<file path="config.mk">
export PLATFORM = sky130hd
export DESIGN_NAME = basic_switch
export DESIGN_NICKNAME = d
export VERILOG_FILES = /design/src/rtl/basic_switch.sv
export SDC_FILE = /design/constraint.sdc
export NUM_CORES = 1
export LEC_CHECK = 0
export CORE_AREA = 2 2 102 104
export DETAILED_ROUTE_END_ITERATION = 6
export DIE_AREA = 0 0 104 106
export GPL_ROUTABILITY_DRIVEN = 0
export PLACE_DENSITY = 0.61
export SLEW_MARGIN = 25
export SYNTH_ARGS = -nofsm -noshare
export SYNTH_HDL_FRONTEND = slang
export SYNTH_SLANG_ARGS = --single-unit
</file>
<file path="constraint.sdc">
create_clock -name vclk -period 1.35
set_input_delay 0.135 -clock vclk [all_inputs]
set_output_delay 0.135 -clock vclk [all_outputs]
set_load 0.05 [all_outputs]
</file>
<file path="src/rtl/basic_switch.sv">
// 2x2 crossbar switch: straight or cross routing of two data words.
// Optional output pipeline compiled in with BASIC_SWITCH_OUTREG_EN.
module basic_switch #(
  parameter int WIDTH       = 65,
  parameter int PIPE_STAGES = 1
) (
  input  logic [WIDTH-1:0] in0,
  input  logic [WIDTH-1:0] in1,
  output logic [WIDTH-1:0] out0,
  output logic [WIDTH-1:0] out1,
  input  logic             control,
  input  logic             clk,
  input  logic             rst_n
);

  localparam logic ROUTE_STRAIGHT = 1'b0;
  localparam logic ROUTE_CROSS    = 1'b1;

  logic [WIDTH-1:0] route0;
  logic [WIDTH-1:0] route1;

  // Select straight or crossed pairing; each output takes one input.
  always_comb begin
    route0 = in0;
    route1 = in1;
    unique case (1'b1)
      (control == ROUTE_CROSS): begin
        route0 = in1;
        route1 = in0;
      end
      (control == ROUTE_STRAIGHT): begin
        route0 = in0;
        route1 = in1;
      end
      default: begin
        route0 = in0;
        route1 = in1;
      end
    endcase
  end

`ifdef BASIC_SWITCH_OUTREG_EN

  logic [WIDTH-1:0] o0_q [PIPE_STAGES];
  logic [WIDTH-1:0] o0_d [PIPE_STAGES];
  logic [WIDTH-1:0] o1_q [PIPE_STAGES];
  logic [WIDTH-1:0] o1_d [PIPE_STAGES];

  // Routed pair enters stage 0; later stages shift one per edge.
  always_comb begin
    o0_d[0] = route0;
    o1_d[0] = route1;
    for (int i = 1; i < PIPE_STAGES; i++) begin
      o0_d[i] = o0_q[i-1];
      o1_d[i] = o1_q[i-1];
    end
  end

  // Pipeline registers; reset flushes every in-flight word.
  always_ff @(posedge clk or negedge rst_n) begin
    if (!rst_n) begin
      for (int i = 0; i < PIPE_STAGES; i++) begin
        o0_q[i] <= '0;
        o1_q[i] <= '0;
      end
    end else begin
      for (int i = 0; i < PIPE_STAGES; i++) begin
        o0_q[i] <= o0_d[i];
        o1_q[i] <= o1_d[i];
      end
    end
  end

  assign out0 = o0_q[PIPE_STAGES-1];
  assign out1 = o1_q[PIPE_STAGES-1];

`else

  assign out0 = route0;
  assign out1 = route1;

  // Clock and reset have no role in the purely combinational build.
  logic unused_clk_rst;
  assign unused_clk_rst = clk ^ rst_n;

`endif

endmodule

</file>
# Word level (Yosys, flattened, before mapping)
# Index checks and enable logic that the tools add are counted.
word_totals:
  out_inout_bits: 130
  mem_bits_rw: 0
  latchBits: 0
  inputBits: 133
  ff_bits: 0
  rom_bits: 0
  mem_count: 0
op_classes:
  magnitude_cmp: 0
  bitwise_logic: 0
  mul: 0
  mux: 2
  n_addsub: 0
  n_div: 0
  reduce_logical: 0
  shift: 0
  n_eq_ne: 0
op_table:
  columns: ["cell", "n"]
  rows:
  - ["65-bit 2-to-1 mux", 2]

# Depth between registers and ports, before layout
# Gate-level depths: netlist (run 1).
depth:
  ltp_word: 1
  depth_mapped: 3
  ltp_nobuf: 1

# Worst setup path after synthesis (run 1)
# OpenSTA, ideal clock, no wires.
synth_timing:
  path_kind: "input-to-output"
  from: "in control"
  to: "out out0[27]"
  cell_stages: 3
  slack_ns: 0.297
  arrival_time_ns: 0.918
  path_buffers: 2
  path_cell_list: "buf_4 -> buf_6 -> mux2_2"
synth_via:
  elab_chain_len: 1
synth_rtl:
  columns: ["item", "line", "rtl"]
  rows:
  - ["start: declaration", "11", "input logic control,"]
  - ["65-bit 2-to-1 mux", "26", "unique case (1'b1)"]
  - ["end: declaration", "9", "output logic [WIDTH-1:0] out0,"]
# Every way passes these cells.

# Final worst setup path (run 1)
layout_timing:
  from: "in control"
  to: "out out0[50]"
# Same word-level chain as after synthesis.

==> results of run 1 <==
-- layout make-up --
cell class	instances	area (um2)
multi-input combinational	130	1464
tap	136	170.2
timing repair buffer	269	2370
fill	1024	5996
-- logic make-up (layout without fill, tap and decap cells) --
logic type             count (synthesis)  count (layout)
buffers and inverters                 14             269
multiplexers                         130             130
-- Yosys cell counts --
library cell / instances
sky130_fd_sc_hd__buf_6: 10
sky130_fd_sc_hd__buf_2: 3
sky130_fd_sc_hd__mux2_2: 130
sky130_fd_sc_hd__buf_4: 1
-- worst min-delay path by stage --
stage / slack [ns] / cells after the start / start / endpoint
final: 0.97 / 4 / control / out1[20]
after global routing: 1.00 / 4 / control / out1[20]
after CTS: 0.98 / 4 / control / out1[20]
after detailed placement: 0.97 / 4 / control / out1[13]
after global placement: 0.97 / 4 / control / out1[20]
after floorplan: 0.57 / 1 / in0[0] / out0[0]
-- power by group --
| group | switching (mW) | internal, mW |
|---|---|---|
| registers | 0 | 0 |
| logic | 1.47 | 1.01 |
| clock network | 0 | 0 |
| total | 1.47 | 1.01 |
-- layout by cell type, fill, tap and decap left out --
cell and count:
sky130_fd_sc_hd__buf_4 137, sky130_fd_sc_hd__mux2_2 130, sky130_fd_sc_hd__clkdlybuf4s50_1 130, sky130_fd_sc_hd__buf_12 2
-- layer usage --
layer	global-route usage [%]	up-vias	routed length [um]	share of wire, %
li1	-	1068	-	-
met1	12.08	1003	2638	35
met2	23.87	152	3965	53
met3	3.250	4	811	11
met4	0.7722	0	56	0.75
met5	0	-	0	0
==> qor.txt, run 1 <==
FINAL LAYOUT
----------------------------------------------------------------------------------------
Relative area change from synthesis to final layout                               150.4%
Clock buffers                                                                          0
Finished Core Util                                                                40.04%
Post-Layout Inst Area                                                       0.004004 mm2
Layout Nets                                                                          534
Final Non-Filler Cells                                                               535
Number of flip-flops and latches                                                       0
Antenna Diode Count                                                                    0
FF+latch area                                                                      0 um2
Fraction of final layout cells sized beyond drive strength 1                      67.42%

STATUS
----------------------------------------------------------------------------------------
Status                                                                      complete, no violations

CTS
----------------------------------------------------------------------------------------
Post-CTS setup buffer count                                                            0
Hold-fix buffers, CTS                                                                  0
Cts repair resizes                                                                     0

LOGIC SYNTHESIS
----------------------------------------------------------------------------------------
Synth Area in Simple Gates                                                            0%
Adder-cell share of the synthesized area                                              0%
Top post-synthesis cells by area                                            sky130_fd_sc_hd__mux2_2 (92%), sky130_fd_sc_hd__buf_6 (7.0%), sky130_fd_sc_hd__buf_2 (0.94%)
Post-synth top area share                                                         91.55%
Unique masters post-synth                                                              4
Synthesized area per cell                                                      11.10 um2
Synth Area in Compound Gates                                                          0%
Cell type with the highest aggregate area in the netlist                    sky130_fd_sc_hd__mux2_2
Part of the Yosys area used for sequential elements                                   0%
Largest family of logic cells by synthesized area                           multiplexers
Gate count of the mapped netlist                                                     144
Synth Net Count                                                                      277
Synth Warn #                                                                           0
Mux contribution to synthesized area                                              91.55%
Xor-xnor portion of the synthesized cell area                                         0%
Mapped cell area                                                            0.001599 mm2

CRITICAL PATH
----------------------------------------------------------------------------------------
Launch point of the worst path                                                   control
Crit-path max FO                                                                      36
Kind of critical path                                                       input port to output pin
Required @ worst endpoint                                                        1.22 ns
Worst path most repeated cell                                               sky130_fd_sc_hd__buf_4
Critical Path Source Type                                                     input port
Critical Path Stages                                                                   4
Critical path endpoint                                                          out0[50]
Buffers plus inverters on the worst setup path                                         3
Data arrival time at the worst-slack endpoint                                    1.13 ns
Delay of the slowest critical-path stage                                         0.36 ns
Cell type group with the largest total delay on the critical path           buffers and inverters
Cell with the biggest individual delay on the critical path                 sky130_fd_sc_hd__mux2_2
Chain of cells forming the critical path                                    buf_4, buf_12, mux2_2, buf_4
Crit end category                                                             output pin

PLACE
----------------------------------------------------------------------------------------
Post-Place Cells                                                                     535
Worst slack at placement                                                      0.07967 ns
Total half-perimeter wirelength after legalization and detailed placement        6559 um
Placed cell areas                                                           0.004004 mm2
Number of I/O port buffers                                                           261

POWER
----------------------------------------------------------------------------------------
Worst IR Drop VDD                                                            0.0002571 V
Sum of internal, switching and leakage power                                    2.477 mW
PD cells                                                                    618.8 mW/mm2
Leak                                                                            1.695 nW

GLOBAL ROUTING
----------------------------------------------------------------------------------------
Maximum number of pins on one net before global-route repair                          37
Number of global-route vias before repair                                           2182
Remaining Overflow, GRT                                                                0
Initial antenna violation count                                                        0
First-pass GRT wire length                                                      10710 um
GRT Total Usage                                                                   11.62%

FLOORPLANNING
----------------------------------------------------------------------------------------
Overall die height                                                                106 um
Number of core rows                                                                   37
Die Span X                                                                        104 um
I/O pin count                                                                        263
Starting Density                                                                  15.99%
Area of the core                                                             0.01000 mm2
Area enclosed by the die boundary                                            0.01102 mm2

TIMING
----------------------------------------------------------------------------------------
Crit path setup slack, layout                                                 0.08863 ns
Worst slack on hold paths                                                      0.9670 ns
Post-layout minimum cycle time                                                  1.261 ns
Max Transition Viols Final                                                             0
Final TNS setup                                                                     0 ns
Hold violation total from the final report                                             0
RSZ-0062 raised after global routing                                                  no
Highest attainable clock frequency                                             792.8 MHz
Measured slew at the worst slew-check pin                                      0.1892 ns
Number of setup violations in the final report                                         0
Max_slew headroom                                                                 87.39%
Final critical-path share of the clock period                                     93.43%

FLOW RUN
----------------------------------------------------------------------------------------
Number of maximum-capacitance constraint violations                                    0

DRT
----------------------------------------------------------------------------------------
Initial DRC count                                                                     59
Antenna-violating nets left                                                            0
Drt pass-1 iters                                                                       2
Total wirelength of the detailed-routed design                                   7472 um
Total vias in the final route                                                       2227
Detailed-route wire length per cell                                             13.97 um
Average via count per standard cell                                                4.163
Remaining DRCs                                                                         0

MIN PATH
----------------------------------------------------------------------------------------
Worst Hold Class                                                            input port to output pin

Note: power is estimated with default switching activity, not from simulation.
==> inputs of run 2 (changes only) <==
- DONT_BUFFER_PORTS: unset -> 1
- PLACE_DENSITY: 0.61 -> 0.3
- RECOVER_POWER: unset -> 100
==> run 2 against run 1 <==
Effect of this change:
- worst setup slack gained 0.41 ns
- global-route usage fell by 5.7 points
- routed wire length down 41%
- first-iteration DRC count fell by 59%
- non-clock buffer count decreased by 269
- utilization fell by 24 points
- critical path depth down 3
- die area is the same
- total power decreased by 42%
- final cell count shrank 50%
- count of clock-buffer cells in the layout is the same
- sequential cell count stayed put
- highest routed layer unchanged
==> qor.txt, run 2 (synthesis gave the netlist of run 1 again) <==
FLOW RUN
----------------------------------------------------------------------------------------
Number of maximum-capacitance constraint violations                                    0   unchanged

POWER
----------------------------------------------------------------------------------------
Share of total power in the clock network                                             0%   unchanged
Leak                                                                           0.5236 nW   -69%
PD cells                                                                    872.3 mW/mm2   +41%
Sum of internal, switching and leakage power                                    1.425 mW   -42%
Internal power consumption                                                     0.2107 mW   -79%
Worst IR Drop VDD                                                            0.0001910 V   -26%
Net Sw Frac                                                                       85.22%   +26 points
Logic pwr share                                                                   100.0%   about the same
Sw power                                                                        1.215 mW   -17%
Fraction of power consumed by sequential logic                                        0%   unchanged

TIMING
----------------------------------------------------------------------------------------
Number of setup violations in the final report                                         0   unchanged
RSZ-0062 raised after global routing                                                  no
Max_slew headroom                                                                 67.14%   -20 points
Worst slack on hold paths                                                      0.6621 ns   -0.3049 ns
Final TNS setup                                                                     0 ns   unchanged
Highest attainable clock frequency                                              1171 MHz   +48%
Measured slew at the worst slew-check pin                                      0.4944 ns   +0.3052 ns
Max Transition Viols Final                                                             0   unchanged
Hold violation total from the final report                                             0   unchanged
Post-layout minimum cycle time                                                 0.8542 ns   -0.4072 ns
Final critical-path share of the clock period                                     63.27%   -30 points
Crit path setup slack, layout                                                  0.4958 ns   +0.4072 ns

FINAL LAYOUT
----------------------------------------------------------------------------------------
Clock buffers                                                                          0   unchanged
Number of flip-flops and latches                                                       0   unchanged
Fraction of final layout cells sized beyond drive strength 1                          0%   -67 points
Most common cell after layout, fill and taps aside                          sky130_fd_sc_hd__mux2_1
Post-Layout Inst Area                                                       0.001634 mm2   -59%
Antenna Diode Count                                                                    0   unchanged
Relative area change from synthesis to final layout                               2.191%
Finished Core Util                                                                16.34%   -24 points
Commonest cells after routing, fill and taps aside                          sky130_fd_sc_hd__mux2_1 (130)
Layout Nets                                                                          265   -50%
Layout filler cell count                                                            1114   +8.8%
FF+latch area                                                                      0 um2   unchanged
Final Non-Filler Cells                                                               266   -50%

DRT
----------------------------------------------------------------------------------------
Remaining DRCs                                                                         0   unchanged
Average via count per standard cell                                                4.556   +9.5%
Antenna-violating nets left                                                            0   unchanged
Detailed-route wire length per cell                                             16.44 um   +18%
Initial DRC count                                                                     24   -59%
Total wirelength of the detailed-routed design                                   4373 um   -41%
Total vias in the final route                                                       1212   -46%
Drt pass-1 iters                                                                       2   unchanged

CRITICAL PATH
----------------------------------------------------------------------------------------
Kind of critical path                                                       input port to output pin
Cell with the biggest individual delay on the critical path                 sky130_fd_sc_hd__mux2_1
Required @ worst endpoint                                                        1.22 ns   about the same
Critical Path Stages                                                                   1   -3
Cell type group with the largest total delay on the critical path           multiplexers
Chain of cells forming the critical path                                          mux2_1
Buffers plus inverters on the worst setup path                                         0   -3
Delay of the slowest critical-path stage                                         0.54 ns   +0.18 ns
Data arrival time at the worst-slack endpoint                                    0.72 ns   -0.41 ns
Critical Path Source Type                                                     input port
Crit end category                                                             output pin
Crit-path max FO                                                                     130   +260%

CTS
----------------------------------------------------------------------------------------
Post-CTS setup buffer count                                                            0   unchanged
Hold-fix buffers, CTS                                                                  0   unchanged
Cts repair resizes                                                                     0   unchanged

MIN PATH
----------------------------------------------------------------------------------------
Number of instances on the worst hold path                                             1   -3
Destination of the worst hold path                                              out0[20]
Launch instance of the worst min-delay path                                      in0[20]
Worst Hold Class                                                            input port to output pin

FLOORPLANNING
----------------------------------------------------------------------------------------
Area of the core                                                             0.01000 mm2   unchanged
Die Span X                                                                        104 um   unchanged
Starting Density                                                                  15.99%   unchanged
Area enclosed by the die boundary                                            0.01102 mm2   unchanged
Number of core rows                                                                   37   unchanged
Overall die height                                                                106 um   unchanged
I/O pin count                                                                        263   unchanged

GLOBAL ROUTING
----------------------------------------------------------------------------------------
GRT Total Usage                                                                   5.958%   -5.7 points
Maximum number of pins on one net before global-route repair                         131   +250%
Number of global-route vias before repair                                           1056   -52%
Initial antenna violation count                                                        0   unchanged
Remaining Overflow, GRT                                                                0   unchanged
First-pass GRT wire length                                                       5568 um   -48%

PLACE
----------------------------------------------------------------------------------------
Number of I/O port buffers                                                             0   -100%
Total half-perimeter wirelength after legalization and detailed placement        3824 um   -42%
Post-Place Cells                                                                     266   -50%
Worst slack at placement                                                       0.5946 ns   +0.5149 ns
Placed cell areas                                                           0.001634 mm2   -59%

STATUS
----------------------------------------------------------------------------------------
Status                                                                      complete, no violations

-- run 2: changes by cell type in the layout (fill, tap and decap cells not counted), sizes merged --
| cell | change |
|---|---|
| clkdlybuf4s50 | -130 |
| buf | -139 |
-- run 2: power by group through the flow --
stage / logic (mW) / registers, mW / clock network (mW)
6_report: 1.43 / 0 / 0
2_1_floorplan: 1.57 / 0 / 0
5_1_grt: 1.45 / 0 / 0
3_5_place_dp: 1.52 / 0 / 0
4_1_cts: 1.53 / 0 / 0
3_3_place_gp: 1.54 / 0 / 0
-- run 2: area by class of cell --
type	count	area (um2)	share of cell area [%]
Multi-Input combinational cell	130	1464	89.59
Tap cell	136	170.2	10.41
-- run 2: how the worst max path moves through the flow --
| stage | slack (ns) | endpoint | startpoint |
|---|---|---|---|
| finish | 0.50 | out1[48] | control |
| detailed placement | 0.59 | out1[56] | control |
| global placement | 0.59 | out1[48] | control |
| global route | 0.52 | out1[48] | control |
| floorplan | 0.30 | out0[27] | control |
| CTS | 0.60 | out1[48] | control |
-- run 2: layer usage --
metal  up-vias  part of all wire (%)  GRT usage, %
met3         2                    14         1.349
met1       544                    30         5.412
met5         -                     0             0
li1        524                     -             -
met2       142                    56         13.67
met4         0                  0.18             0
==> inputs of run 3 (changes only) <==
- clock period: 1.35 -> 0.9 ns (I/O delays scaled with it)
==> run 3 against run 2 <==
Effect of this change:
- utilization is the same
- largest power group unchanged
- worst setup slack lost 0.38 ns
- highest routed layer unchanged
- combinational power grew 49%
==> qor.txt, run 3 (synthesis gave the netlist of run 1 again) <==
GLOBAL ROUTING
--------------------------------------------------------------------------------
Initial antenna violation count                                                0   unchanged
Remaining Overflow, GRT                                                        0   unchanged
Global Route met3 Usage                                                   1.410%   +0.061 points
Maximum number of pins on one net before global-route repair                 131   unchanged
Number of global-route vias before repair                                   1104   +4.5%
Met1 track demand over resource in global routing                         5.596%   +0.18 points
Routing layer with the top usage in global route                            met2
GRT Total Usage                                                           6.087%   +0.13 points
Fraction of met2 tracks used by global routing                            13.86%   +0.19 points
First-pass GRT wire length                                               5706 um   +2.5%

DRT
--------------------------------------------------------------------------------
Detailed-route wire length per cell                                     16.30 um   -0.87%
Antenna-violating nets left                                                    0   unchanged
Initial DRC count                                                             16   -33%
Total wirelength of the detailed-routed design                           4335 um   -0.87%
Drt pass-1 iters                                                               4   +2
Average via count per standard cell                                        4.504   -1.2%
Remaining DRCs                                                                 0   unchanged
Total vias in the final route                                               1198   -1.2%

CRITICAL PATH
--------------------------------------------------------------------------------
Crit end category                                                     output pin
Kind of critical path                                               input port to output pin
Buffers plus inverters on the worst setup path                                 0   unchanged
Chain of cells forming the critical path                                  mux2_1
Delay of the slowest critical-path stage                                 0.55 ns   about the same
Critical Path Source Type                                             input port
Cell with the biggest individual delay on the critical path         sky130_fd_sc_hd__mux2_1
Required @ worst endpoint                                                0.81 ns   -0.41 ns
Cell type group with the largest total delay on the critical path   multiplexers
Data arrival time at the worst-slack endpoint                            0.70 ns   -0.02 ns
Crit-path max FO                                                             130   unchanged

CTS
--------------------------------------------------------------------------------
Cts repair resizes                                                             0   unchanged
Post-CTS setup buffer count                                                    0   unchanged
Hold-fix buffers, CTS                                                          0   unchanged

TIMING
--------------------------------------------------------------------------------
Worst slack on hold paths                                              0.5724 ns   -0.08976 ns
Max Transition Viols Final                                                     0   unchanged
Number of setup violations in the final report                                 0   unchanged
Max_slew headroom                                                         67.20%   about the same
RSZ-0062 raised after global routing                                          no
Final critical-path share of the clock period                             87.48%
Measured slew at the worst slew-check pin                              0.4934 ns   -0.0009465 ns
Highest attainable clock frequency                                      1270 MHz
Hold violation total from the final report                                     0   unchanged
Post-layout minimum cycle time                                         0.7873 ns

FLOORPLANNING
--------------------------------------------------------------------------------
Overall die height                                                        106 um   unchanged
Area of the core                                                     0.01000 mm2   unchanged
Area enclosed by the die boundary                                    0.01102 mm2   unchanged
I/O pin count                                                                263   unchanged
Starting Density                                                          15.99%   unchanged
Number of core rows                                                           37   unchanged
Die Span X                                                                104 um   unchanged

PLACE
--------------------------------------------------------------------------------
Placed cell areas                                                   0.001634 mm2   unchanged
Number of I/O port buffers                                                     0   unchanged
Post-Place Cells                                                             266   unchanged

FINAL LAYOUT
--------------------------------------------------------------------------------
FF+latch area                                                              0 um2   unchanged
Post-Layout Inst Area                                               0.001634 mm2   unchanged
Layout filler cell count                                                    1111   -0.27%
Most common cell after layout, fill and taps aside                  sky130_fd_sc_hd__mux2_1
Antenna Diode Count                                                            0   unchanged
Final Non-Filler Cells                                                       266   unchanged
Fraction of final layout cells sized beyond drive strength 1                  0%   unchanged
Clock buffers                                                                  0   unchanged
Number of flip-flops and latches                                               0   unchanged
Commonest cells after routing, fill and taps aside                  sky130_fd_sc_hd__mux2_1 (130)
Layout Nets                                                                  265   unchanged
Relative area change from synthesis to final layout                       2.191%   unchanged

POWER
--------------------------------------------------------------------------------
Sum of internal, switching and leakage power                            2.135 mW   +50%
PD cells                                                             1306 mW/mm2   +50%
Leak                                                                   0.5236 nW   unchanged
Worst IR Drop VDD                                                    0.0002885 V   +51%

STATUS
--------------------------------------------------------------------------------
Status                                                              complete, no violations

FLOW RUN
--------------------------------------------------------------------------------
Number of maximum-capacitance constraint violations                            0   unchanged

MIN PATH
--------------------------------------------------------------------------------
Worst Hold Class                                                    input port to output pin

-- run 3: cell counts in the layout (fill, tap and decap cells not counted) --
Identical to the previous run, type by type.
-- run 3: path summary, 6_finish.rpt --
kind | startpoint | endpoint | slack, ns | cells past startpoint
hold / removal | in0[24] | out0[24] | 0.57 | 1
setup / recovery | control | out0[60] | 0.11 | 1
-- run 3: area by class of cell --
cell class / count / area [um2] / area share, %
multi-input combinational: 130 / 1464 / 89.59
tap: 136 / 170.2 / 10.41
-- run 3: stage by stage --
stage          utilization (%)  setup TNS [ns]  setup slack, ns
6_report                 16.34               0           0.1127
4_1_cts                  16.34               0           0.2361
5_1_grt                  16.34               0           0.1569
3_3_place_gp             16.34               0           0.2317
3_5_place_dp             16.34               0           0.2352
2_1_floorplan                -          -6.300         -0.06300
-- run 3: power breakdown --
part / total [mW] / switching, mW / internal, mW
logic: 2.13 / 1.82 / 0.316
registers: 0 / 0 / 0
clock network: 0 / 0 / 0
total: 2.13 / 1.82 / 0.316
-- run 3: routing by layer --
layer  wire (um)  up-vias
li1            -      525
met1        1275      526
met2        2424      145
met3         627        2
met4           8        0
met5           0        -
